`src/rtl/filter_test_sequencer_pkg.sv`:
```
// Shared widths and state encoding for the filter test sequencer.
package filter_test_sequencer_pkg;

  localparam int unsigned SIZE_DELAY       = 8;
  localparam int unsigned SIZE_FILTER_DATA = 16;

  typedef enum logic [2:0] {
    IDLE,
    LOAD,
    FIRE,
    OBSERVE,
    GAP,
    REPORT,
    FINISH
  } seq_state_t;

endpackage

```
`src/rtl/filter_test_sequencer_peak_tracker.sv`:
```
// Running unsigned maximum with synchronous clear; peak_c includes the current sample.
module filter_test_sequencer_peak_tracker #(
  parameter int unsigned WIDTH = 16
) (
  input  logic             clk,
  input  logic             rst_n,
  input  logic             clear,
  input  logic             enable,
  input  logic [WIDTH-1:0] data,
  output logic [WIDTH-1:0] peak_c
);

  logic [WIDTH-1:0] peak_q;

  // Next maximum: clear wins, strictly larger samples replace the held value
  always_comb begin
    peak_c = peak_q;
    if (clear) begin
      peak_c = '0;
    end else if (enable && (data > peak_q)) begin
      peak_c = data;
    end
  end

  // Held maximum
  always_ff @(posedge clk or negedge rst_n) begin
    if (!rst_n) begin
      peak_q <= '0;
    end else begin
      peak_q <= peak_c;
    end
  end

endmodule

```
`src/rtl/filter_test_sequencer.sv`:
```
// Delay-sweep controller for the exponential test-signal generator: fires N
// pulses per delay step and reports the peak of the selected filter output.
module filter_test_sequencer
  import filter_test_sequencer_pkg::*;
#(
  parameter int unsigned WINDOW_LEN = 64,
  parameter int unsigned GAP_LEN    = 16,
  parameter int unsigned SIZE_STEP  = 8,
  parameter int unsigned SIZE_PULSE = 8
) (
  input  logic                        clk,
  input  logic                        reset,
  input  logic                        start,
  input  logic                        abort,
  input  logic                        overlay_en,
  input  logic [SIZE_DELAY-1:0]       delay_start,
  input  logic [SIZE_DELAY-1:0]       delay_step,
  input  logic [SIZE_STEP-1:0]        num_steps,
  input  logic [SIZE_PULSE-1:0]       pulses_per_step,
  input  logic [SIZE_FILTER_DATA-1:0] filter_data,
  output logic                        test_rate,
  output logic                        test_overlay,
  output logic [SIZE_DELAY-1:0]       test_delay,
  output logic [SIZE_FILTER_DATA-1:0] peak_data,
  output logic [SIZE_STEP-1:0]        peak_step,
  output logic                        peak_valid,
  output logic                        busy,
  output logic                        done
);

  localparam int unsigned CNT_W = $clog2((WINDOW_LEN > GAP_LEN) ? WINDOW_LEN : GAP_LEN);
  localparam int unsigned PW    = SIZE_PULSE + 1;
  localparam int unsigned SW    = SIZE_STEP + 1;
  localparam logic [CNT_W-1:0] WIN_LOAD = CNT_W'(WINDOW_LEN - 1);
  localparam logic [CNT_W-1:0] GAP_LOAD = CNT_W'(GAP_LEN - 1);

  seq_state_t                  state_q, state_d;
  logic [CNT_W-1:0]            cnt_q, cnt_d;
  logic [SIZE_STEP-1:0]        step_q, step_d;
  logic [SIZE_PULSE-1:0]       pulse_q, pulse_d;
  logic [SIZE_DELAY-1:0]       delay_q, delay_d;
  logic                        overlay_q, overlay_d;
  logic                        rate_q, rate_d;
  logic                        valid_q, valid_d;
  logic                        done_q, done_d;
  logic                        busy_q, busy_d;
  logic [SIZE_FILTER_DATA-1:0] peak_data_q, peak_data_d;
  logic [SIZE_STEP-1:0]        peak_step_q, peak_step_d;
  logic [SIZE_DELAY-1:0]       cfg_dstart_q, cfg_dstart_d;
  logic [SIZE_DELAY-1:0]       cfg_dstep_q, cfg_dstep_d;
  logic [SIZE_STEP-1:0]        cfg_nsteps_q, cfg_nsteps_d;
  logic [SIZE_PULSE-1:0]       cfg_pulses_q, cfg_pulses_d;
  logic                        cfg_overlay_q, cfg_overlay_d;

  logic                        trk_clear, trk_enable;
  logic [SIZE_FILTER_DATA-1:0] trk_peak_c;
  logic [SIZE_PULSE-1:0]       pulse_target;
  logic                        pulse_more, step_last;

  filter_test_sequencer_peak_tracker #(
    .WIDTH (SIZE_FILTER_DATA)
  ) u_peak (
    .clk    (clk),
    .rst_n  (reset),
    .clear  (trk_clear),
    .enable (trk_enable),
    .data   (filter_data),
    .peak_c (trk_peak_c)
  );

  // A programmed pulse count of zero still fires one pulse
  always_comb begin
    pulse_target = (cfg_pulses_q == '0) ? SIZE_PULSE'(1) : cfg_pulses_q;
    pulse_more   = (PW'(pulse_q) + PW'(1)) < PW'(pulse_target);
    step_last    = (SW'(step_q) + SW'(1)) == SW'(cfg_nsteps_q);
  end

  // Next-state, counters and registered-output decode; abort overrides everything
  always_comb begin
    state_d       = state_q;
    cnt_d         = cnt_q;
    step_d        = step_q;
    pulse_d       = pulse_q;
    delay_d       = delay_q;
    overlay_d     = overlay_q;
    rate_d        = 1'b0;
    valid_d       = 1'b0;
    done_d        = 1'b0;
    busy_d        = 1'b0;
    peak_data_d   = peak_data_q;
    peak_step_d   = peak_step_q;
    cfg_dstart_d  = cfg_dstart_q;
    cfg_dstep_d   = cfg_dstep_q;
    cfg_nsteps_d  = cfg_nsteps_q;
    cfg_pulses_d  = cfg_pulses_q;
    cfg_overlay_d = cfg_overlay_q;
    trk_clear     = 1'b0;
    trk_enable    = 1'b0;

    if (abort) begin
      if (state_q != IDLE) begin
        state_d   = IDLE;
        overlay_d = 1'b0;
      end
    end else begin
      case (state_q)
        IDLE: begin
          if (start) begin
            cfg_dstart_d  = delay_start;
            cfg_dstep_d   = delay_step;
            cfg_nsteps_d  = num_steps;
            cfg_pulses_d  = pulses_per_step;
            cfg_overlay_d = overlay_en;
            state_d       = LOAD;
          end
        end
        LOAD: begin
          step_d    = '0;
          pulse_d   = '0;
          delay_d   = cfg_dstart_q;
          trk_clear = 1'b1;
          state_d   = (cfg_nsteps_q == '0) ? FINISH : FIRE;
        end
        FIRE: begin
          cnt_d   = WIN_LOAD;
          state_d = OBSERVE;
        end
        OBSERVE: begin
          trk_enable = 1'b1;
          if (cnt_q == '0) begin
            if (pulse_more) begin
              pulse_d = pulse_q + SIZE_PULSE'(1);
              cnt_d   = GAP_LOAD;
              state_d = GAP;
            end else begin
              state_d = REPORT;
            end
          end else begin
            cnt_d = cnt_q - CNT_W'(1);
          end
        end
        GAP: begin
          if (cnt_q == '0) begin
            state_d = FIRE;
          end else begin
            cnt_d = cnt_q - CNT_W'(1);
          end
        end
        REPORT: begin
          trk_clear = 1'b1;
          pulse_d   = '0;
          if (step_last) begin
            state_d = FINISH;
          end else begin
            step_d  = step_q + SIZE_STEP'(1);
            delay_d = delay_q + cfg_dstep_q;
            cnt_d   = GAP_LOAD;
            state_d = GAP;
          end
        end
        FINISH: begin
          state_d = IDLE;
        end
        default: begin
          state_d = IDLE;
        end
      endcase
    end

    rate_d  = (state_d == FIRE);
    valid_d = (state_d == REPORT);
    done_d  = (state_d == FINISH);
    busy_d  = (state_d != IDLE);
    if (state_d == FIRE) begin
      overlay_d = cfg_overlay_q & pulse_d[0];
    end
    if (state_d == REPORT) begin
      peak_data_d = trk_peak_c;
      peak_step_d = step_q;
    end
  end

  // State, counters, configuration and output registers
  always_ff @(posedge clk or negedge reset) begin
    if (!reset) begin
      state_q       <= IDLE;
      cnt_q         <= '0;
      step_q        <= '0;
      pulse_q       <= '0;
      delay_q       <= '0;
      overlay_q     <= 1'b0;
      rate_q        <= 1'b0;
      valid_q       <= 1'b0;
      done_q        <= 1'b0;
      busy_q        <= 1'b0;
      peak_data_q   <= '0;
      peak_step_q   <= '0;
      cfg_dstart_q  <= '0;
      cfg_dstep_q   <= '0;
      cfg_nsteps_q  <= '0;
      cfg_pulses_q  <= '0;
      cfg_overlay_q <= 1'b0;
    end else begin
      state_q       <= state_d;
      cnt_q         <= cnt_d;
      step_q        <= step_d;
      pulse_q       <= pulse_d;
      delay_q       <= delay_d;
      overlay_q     <= overlay_d;
      rate_q        <= rate_d;
      valid_q       <= valid_d;
      done_q        <= done_d;
      busy_q        <= busy_d;
      peak_data_q   <= peak_data_d;
      peak_step_q   <= peak_step_d;
      cfg_dstart_q  <= cfg_dstart_d;
      cfg_dstep_q   <= cfg_dstep_d;
      cfg_nsteps_q  <= cfg_nsteps_d;
      cfg_pulses_q  <= cfg_pulses_d;
      cfg_overlay_q <= cfg_overlay_d;
    end
  end

  // A same-cycle abort withdraws the report/finish strobes
  assign peak_valid   = valid_q & ~abort;
  assign done         = done_q & ~abort;
  assign test_rate    = rate_q;
  assign test_overlay = overlay_q;
  assign test_delay   = delay_q;
  assign peak_data    = peak_data_q;
  assign peak_step    = peak_step_q;
  assign busy         = busy_q;

endmodule

```
`config.mk`:
```
export PLATFORM = sky130hd
export DESIGN_NAME = filter_test_sequencer
export DESIGN_NICKNAME = d
export VERILOG_FILES = /design/src/rtl/filter_test_sequencer_pkg.sv /design/src/rtl/filter_test_sequencer_peak_tracker.sv /design/src/rtl/filter_test_sequencer.sv
export SDC_FILE = /design/constraint.sdc
export NUM_CORES = 1
export LEC_CHECK = 0
export CORE_ASPECT_RATIO = 0.9
export CORE_MARGIN = 2
export CORE_UTILIZATION = 55
export DETAILED_ROUTE_END_ITERATION = 6
export MAX_ROUTING_LAYER = met4
export PLACE_DENSITY = 0.81
export SLEW_MARGIN = 20
export SYNTH_ARGS = -nofsm -noshare
export SYNTH_HDL_FRONTEND = slang
export SYNTH_SLANG_ARGS = --single-unit
```
`constraint.sdc`:
```
create_clock -name clk -period 8.8 [get_ports clk]
set_input_delay 1.32 -clock clk [delete_from_list [all_inputs] [get_ports clk]]
set_output_delay 1.32 -clock clk [all_outputs]
set_load 0.005 [all_outputs]
```
==> results.toml, run 1 <==
[critical_path]
rrSetupSlack_ns = 5.19
reg2reg_to = "cnt_q[3]$_DFFE_PN0P_"
crit_required_ns = 7.48
worstPathArrival_ns = 2.68
crit_type = "primary input to output pin"
path_max_fanout = 10
setup.worst_path.start = "abort"
cp-end-kind = "output pin"
start_kind = "primary input"
reg2reg_from = "pulse_q[0]$_DFF_PN0_"
rr_worst_depth = 11

[clock_tree]
cts_max_level = 3
cts.sinks = 111
cts_hold_buffers = 0
postCtsSetupRepairBufs = 0
cts_buffers = 9
root_buffer = "clkbuf_16"
cts_resized = 0
clk_pin_slew_ns = 0.07
tritoncts = "done"
clockBufferDepth = 2
worstSkewPairLatency_ns = 0.35

[final_layout]
layout-drive-gt1-share_pct = 11.50
nNetsFinal = 744
layoutNonFillerInstCount = 790
antenna_cells = 0
syn2layout_area_growth_pct = 21.58

[die]
ioPinCount = 90
die_height_um = 102.4
core_um2 = 10330
dieArea_um2 = 11600
chipWidth_um = 113.3
start_util_pct = 57.23
row_count = 35

[sta]
hold_viol = 0
rsz0062_at_grt = "no"
drv_slew = 0
fin_crit_sh_pct = 45.45
fmax_mhz = 250.0
fin_hold_ws_ns = 0.5065
maxSlewHeadroom_pct = 49.15
worst_pin_slew_ns = 0.7627
fin_crit_ns = 4.000
tns_ns = 0
skew_ns = 0.008309
finalSetupViolations = 0

[synth]
synth-main-ff-cell = "dfrtp_1"
ys_types = 61
synth-seq-cells = 111
yosys-top-cells-count = "111 x dfrtp_1, 55 x nor2_1, 42 x mux2_2, 41 x nand2_1, 37 x a21oi_1"
async_reset_ff_share_pct = 100.0
ys_seq_area_share_pct = 46.96
syn_nets = 661
yosys_warnings = 0
synth-edff-count = 0
synth_area_um2 = 5914
synth_area_leaders = "dfrtp_1 47%, mux2_2 8.0%, ha_1 7.2%"
netlist_instances = 573
syn_area_per_cell_um2 = 10.32
synth_top_area_cell = "dfrtp_1"
yosys.area.top_type_share_pct = 46.96
synth.most_common_cell = "dfrtp_1"

[place]
dp_hpwl_um = 9152
gp_congestion = 0.8013
dp.cells = 774
portBuffers = 89

[power]
total_leakage_power_nw = 3.286
powerDensity_nw_per_um2 = 205.5
vdd_ir_drop_max_mv = 0.1612

[detailed_routing]
drt_iter0_drc = 274
routedWlPerCell_um = 16.03
antenna_left = 0
via_per_inst = 5.699
via_count = 4502
first_pass_iters = 4
drc = 0
wl_um = 12670

[worst_hold_path]
worstHoldStart = "cfg_overlay_q$_DFFE_PN0P_"
worstHoldPathCells = 2
hold_path_class = "register to register"
min_to = "test_overlay$_DFFE_PN0P_"

[global_route]
grt_pass1_wl_um = 21600
grtUsageTotal_pct = 23.82
grt.overflow.total = 0
antenna_found_initial = 0
grt_pass1_vias = 4567
grt_max_degree = 63

[job]
maxCapViolCount = 0

[run_status]
status = "complete, no violations"
[per-stage QoR]
stage               setup slack (ns)  util [%]  cell area, um2  power [mW]
global placement               4.582     66.62            6885       1.061
detailed placement             4.508     66.62            6885       1.086
CTS                            4.822     69.44            7177       1.486
global route                   4.776     69.58            7191       1.570
finish                         4.800     69.58            7191       1.478
floorplan                      5.278         -            5914      0.9144
[report_power, final]
| group | switching [mW] | total (mW) | internal [mW] |
|---|---|---|---|
| Sequential | 0.0734 | 0.676 | 0.602 |
| Clock | 0.189 | 0.400 | 0.210 |
| Combinational | 0.180 | 0.403 | 0.223 |
| Total | 0.443 | 1.48 | 1.04 |
[placed cells by master, fill, tap and decap left out, drive strengths merged, types with 5 or more instances in the layout]
cell / count
mux2i: 21
and3: 6
a21o: 5
o21ai: 39
o31ai: 11
inv: 36
clkbuf: 11
nand3: 16
nand2b: 6
mux2: 42
nor2b: 9
buf: 5
ha: 34
dfrtp: 111
or3: 6
a21oi: 37
clkdlybuf4s50: 88
xnor2: 10
nor2: 55
nor3: 9
nand2: 41
xor2: 8
[how the worst max path moves through the flow]
stage	end	slack [ns]	cells after the start
final	peak_valid	4.80	3
after floorplan	peak_data[5]$_DFFE_PN0P_	5.28	9
after detailed placement	peak_data[8]$_DFFE_PN0P_	4.51	9
after global placement	peak_data[9]$_DFFE_PN0P_	4.58	9
after global routing	peak_valid	4.78	3
after CTS	peak_valid	4.82	3
[logic make-up (layout without fill, tap and decap cells)]
group | after synthesis | in the layout | share of synthesized area [%]
AOI/OAI and AO/OA | 122 | 122 | 13.10
and+or+nand+nor | 169 | 169 | 14.01
DFF | 111 | 111 | 46.96
adders and majority gates | 35 | 35 | 7.531
muxes | 63 | 63 | 11.55
buffers and inverters | 55 | 143 | 4.189
xor gates and xnor gates | 18 | 18 | 2.666
[worst max-delay path, stage by stage]
cell	delay, ns
clkdlybuf4s50_1	0.63
nor2b_1	0.20
clkdlybuf4s50_1	0.53
[area by class of cell]
type,count,area (um2)
clock inverters,5,38.79
well taps,129,161.4
multi-input cells,407,2914
fillers,802,3144
clock buffers,11,252.7
repair buffers,93,918.4
flip-flops and latches,111,2778
inverters,34,127.6
[per-layer routing]
layer | track usage, % | up-vias | part of all wire, %
met3 | 5.694 | 12 | 4.1
li1 | - | 2180 | -
met2 | 39.38 | 96 | 51
met5 | - | - | 0
met4 | 5.347 | 0 | 1.1
met1 | 30.17 | 2214 | 44
Note: power is estimated with default switching activity, not from simulation.
==> run 2: changes to the inputs <==
--- a/config.mk
+++ b/config.mk
@@ -7,10 +7,10 @@
 export LEC_CHECK = 0
 export CORE_ASPECT_RATIO = 0.9
 export CORE_MARGIN = 2
-export CORE_UTILIZATION = 55
+export CORE_UTILIZATION = 49
 export DETAILED_ROUTE_END_ITERATION = 6
 export MAX_ROUTING_LAYER = met4
-export PLACE_DENSITY = 0.81
+export PLACE_DENSITY = 0.76
 export SLEW_MARGIN = 20
 export SYNTH_ARGS = -nofsm -noshare
 export SYNTH_HDL_FRONTEND = slang
==> constraint.sdc (replaced) <==
create_clock -name clk -period 3.55 [get_ports clk]
set_input_delay 0.5325 -clock clk [delete_from_list [all_inputs] [get_ports clk]]
set_output_delay 0.5325 -clock clk [all_outputs]
set_load 0.005 [all_outputs]
==> run 2 against run 1 <==
Global-route usage shrank 2.6 points. Core utilization down 8.4 points. Register-to-register slack got worse by 4.9 ns. Sequential power grew 150%. Power grew to 2.5 times the previous value. Setup slack worse by 4.5 ns. Sequential cell count unchanged. Largest cell class unchanged. Highest routed layer unchanged.
==> results.toml, run 2 (synthesized netlist as in run 1, its figures left out) <==
[run_status]
status = "complete, no violations"

[place]
place_area_um2 = 6967
gp_congestion = 0.8691
pre_cts_ws_ns = 0.1687
dp_hpwl_um = 9380
portBuffers = 89

[die]
dieArea_um2 = 12970
chipWidth_um = 119.8
ioPinCount = 90
die_height_um = 108.2
core_um2 = 11930
row_count = 38
start_util_pct = 49.56

[detailed_routing]
first_pass_iters = 4
antenna_left = 0
drc = 0
via_count = 4505
wl_um = 12730
via_per_inst = 5.467
routedWlPerCell_um = 15.45
drt_iter0_drc = 190

[clock_tree]
worstSkewPairLatency_ns = 0.35
clk_pin_slew_ns = 0.07
cts_buffers = 9
cts.sinks = 111
clockBufferDepth = 2
cts_max_level = 3
tritoncts = "done"
root_buffer = "clkbuf_16"
cts_hold_buffers = 0

[sta]
fin_crit_sh_pct = 92.62
maxSlewHeadroom_pct = 44.99
setup_ws_ns = 0.2621
drv_slew = 0
worst_pin_slew_ns = 0.8252
hold_viol = 0
skew_ns = 0.005906
tns_ns = 0
finalSetupViolations = 0
fmax_mhz = 304.1
fin_crit_ns = 3.288
rsz0062_at_grt = "no"

[critical_path]
path_max_fanout = 12
reg2reg_to = "cnt_q[2]$_DFFE_PN0P_"
rrSetupSlack_ns = 0.26
worstPathArrival_ns = 3.51
cp-end-kind = "register"
slowest_stage = "or4_1"
cpPeakStageDelay_ns = 0.51
worst-path-buf-inv = 0
crit_type = "register to register"
rr_worst_depth = 11
reg2reg_from = "pulse_q[0]$_DFF_PN0_"
cp_top_family = "compound AO/OA/AOI/OAI gates"
crit_required_ns = 3.77
start_kind = "register"
crit_chain = "ha_1 > nand3_1 > xnor2_2 > ha_1 > and3_2 > a221oi_2 > a211oi_1 > or4_1 > a31o_2 > o31ai_1 > o31ai_1"

[final_layout]
antenna_cells = 0
layout_commonest_cell = "dfrtp_1"
layout-drive-gt1-share_pct = 12.50
syn2layout_area_growth_pct = 23.48
final_area_um2 = 7303
layout_common_cells = "110 x dfrtp_1, 88 x clkdlybuf4s50_1, 54 x nor2_1"
nFillCells = 958
nNetsFinal = 748

[power]
total_leakage_power_nw = 3.327
vdd_ir_drop_max_mv = 0.3808
powerDensity_nw_per_um2 = 513.4

[global_route]
antenna_found_initial = 0
grtUsageTotal_pct = 21.18
grt_pass1_wl_um = 21270
grt_max_degree = 66
grt_pass1_vias = 4480
grt.overflow.total = 0

[job]
maxCapViolCount = 0

[worst_hold_path]
hold_path_class = "primary input to async pin"
## run 2: changes by cell type in the layout (fill, tap and decap cells not counted), sizes merged
cell	change
clkinv	-1
inv	-1
buf	+4
bufinv	+2
clkbuf	-1
## run 2: how the worst max path moves through the flow
stage                          from                   end  slack [ns]  cells after the start
3_3_place_gp   pulse_q[0]$_DFF_PN0_  cnt_q[3]$_DFFE_PN0P_        0.36                     11
6_report       pulse_q[0]$_DFF_PN0_  cnt_q[2]$_DFFE_PN0P_        0.26                     11
5_1_grt        pulse_q[0]$_DFF_PN0_  cnt_q[2]$_DFFE_PN0P_        0.06                     11
2_1_floorplan  pulse_q[0]$_DFF_PN0_  cnt_q[1]$_DFFE_PN0P_        0.57                     12
4_1_cts        pulse_q[0]$_DFF_PN0_  cnt_q[2]$_DFFE_PN0P_        0.16                     11
3_5_place_dp   pulse_q[0]$_DFF_PN0_  cnt_q[2]$_DFFE_PN0P_        0.17                     11
## run 2: timing repair
item | 4_1_cts | 5_1_grt
endpoints found under the setup margin | 0 | 22
buffers inserted | 0 | 0
resized for setup | 0 | 6
## run 2: per-layer routing
metal / global-route usage (%) / vias to the layer above / wire [um]
met5: - / - / 0
met4: 6.975 / 0 / 210
met3: 3.903 / 17 / 426
met2: 35.14 / 84 / 6411
met1: 26.46 / 2209 / 5680
li1: - / 2195 / -
## run 2: final cells by class
cell class / count / area, um2 / area share (%)
timing repair buffer: 97 / 960.9 / 13.16
inverter: 34 / 127.6 / 1.747
clock inverter: 5 / 82.58 / 1.131
tap: 160 / 200.2 / 2.741
clock buffer: 10 / 229.0 / 3.135
sequential: 111 / 2779 / 38.05
multi-input combinational: 407 / 2924 / 40.04
## run 2: per-stage QoR
stage	hold slack [ns]	power [mW]	utilization [%]	cells
detailed placement	0.4940	2.702	58.38	809
floorplan	0.2369	2.267	-	573
global placement	0.4921	2.637	58.38	809
CTS	0.3014	3.781	60.99	824
global route	0.3405	3.978	61.20	824
finish	0.2731	3.749	61.20	824
## run 2: power breakdown
part / switching, mW / leakage [nW] / total [mW] / internal (mW)
Sequential: 0.179 / 1.41 / 1.67 / 1.49
Clock: 0.446 / 0.153 / 1.06 / 0.617
Combinational: 0.457 / 1.76 / 1.01 / 0.556
Total: 1.08 / 3.33 / 3.75 / 2.67
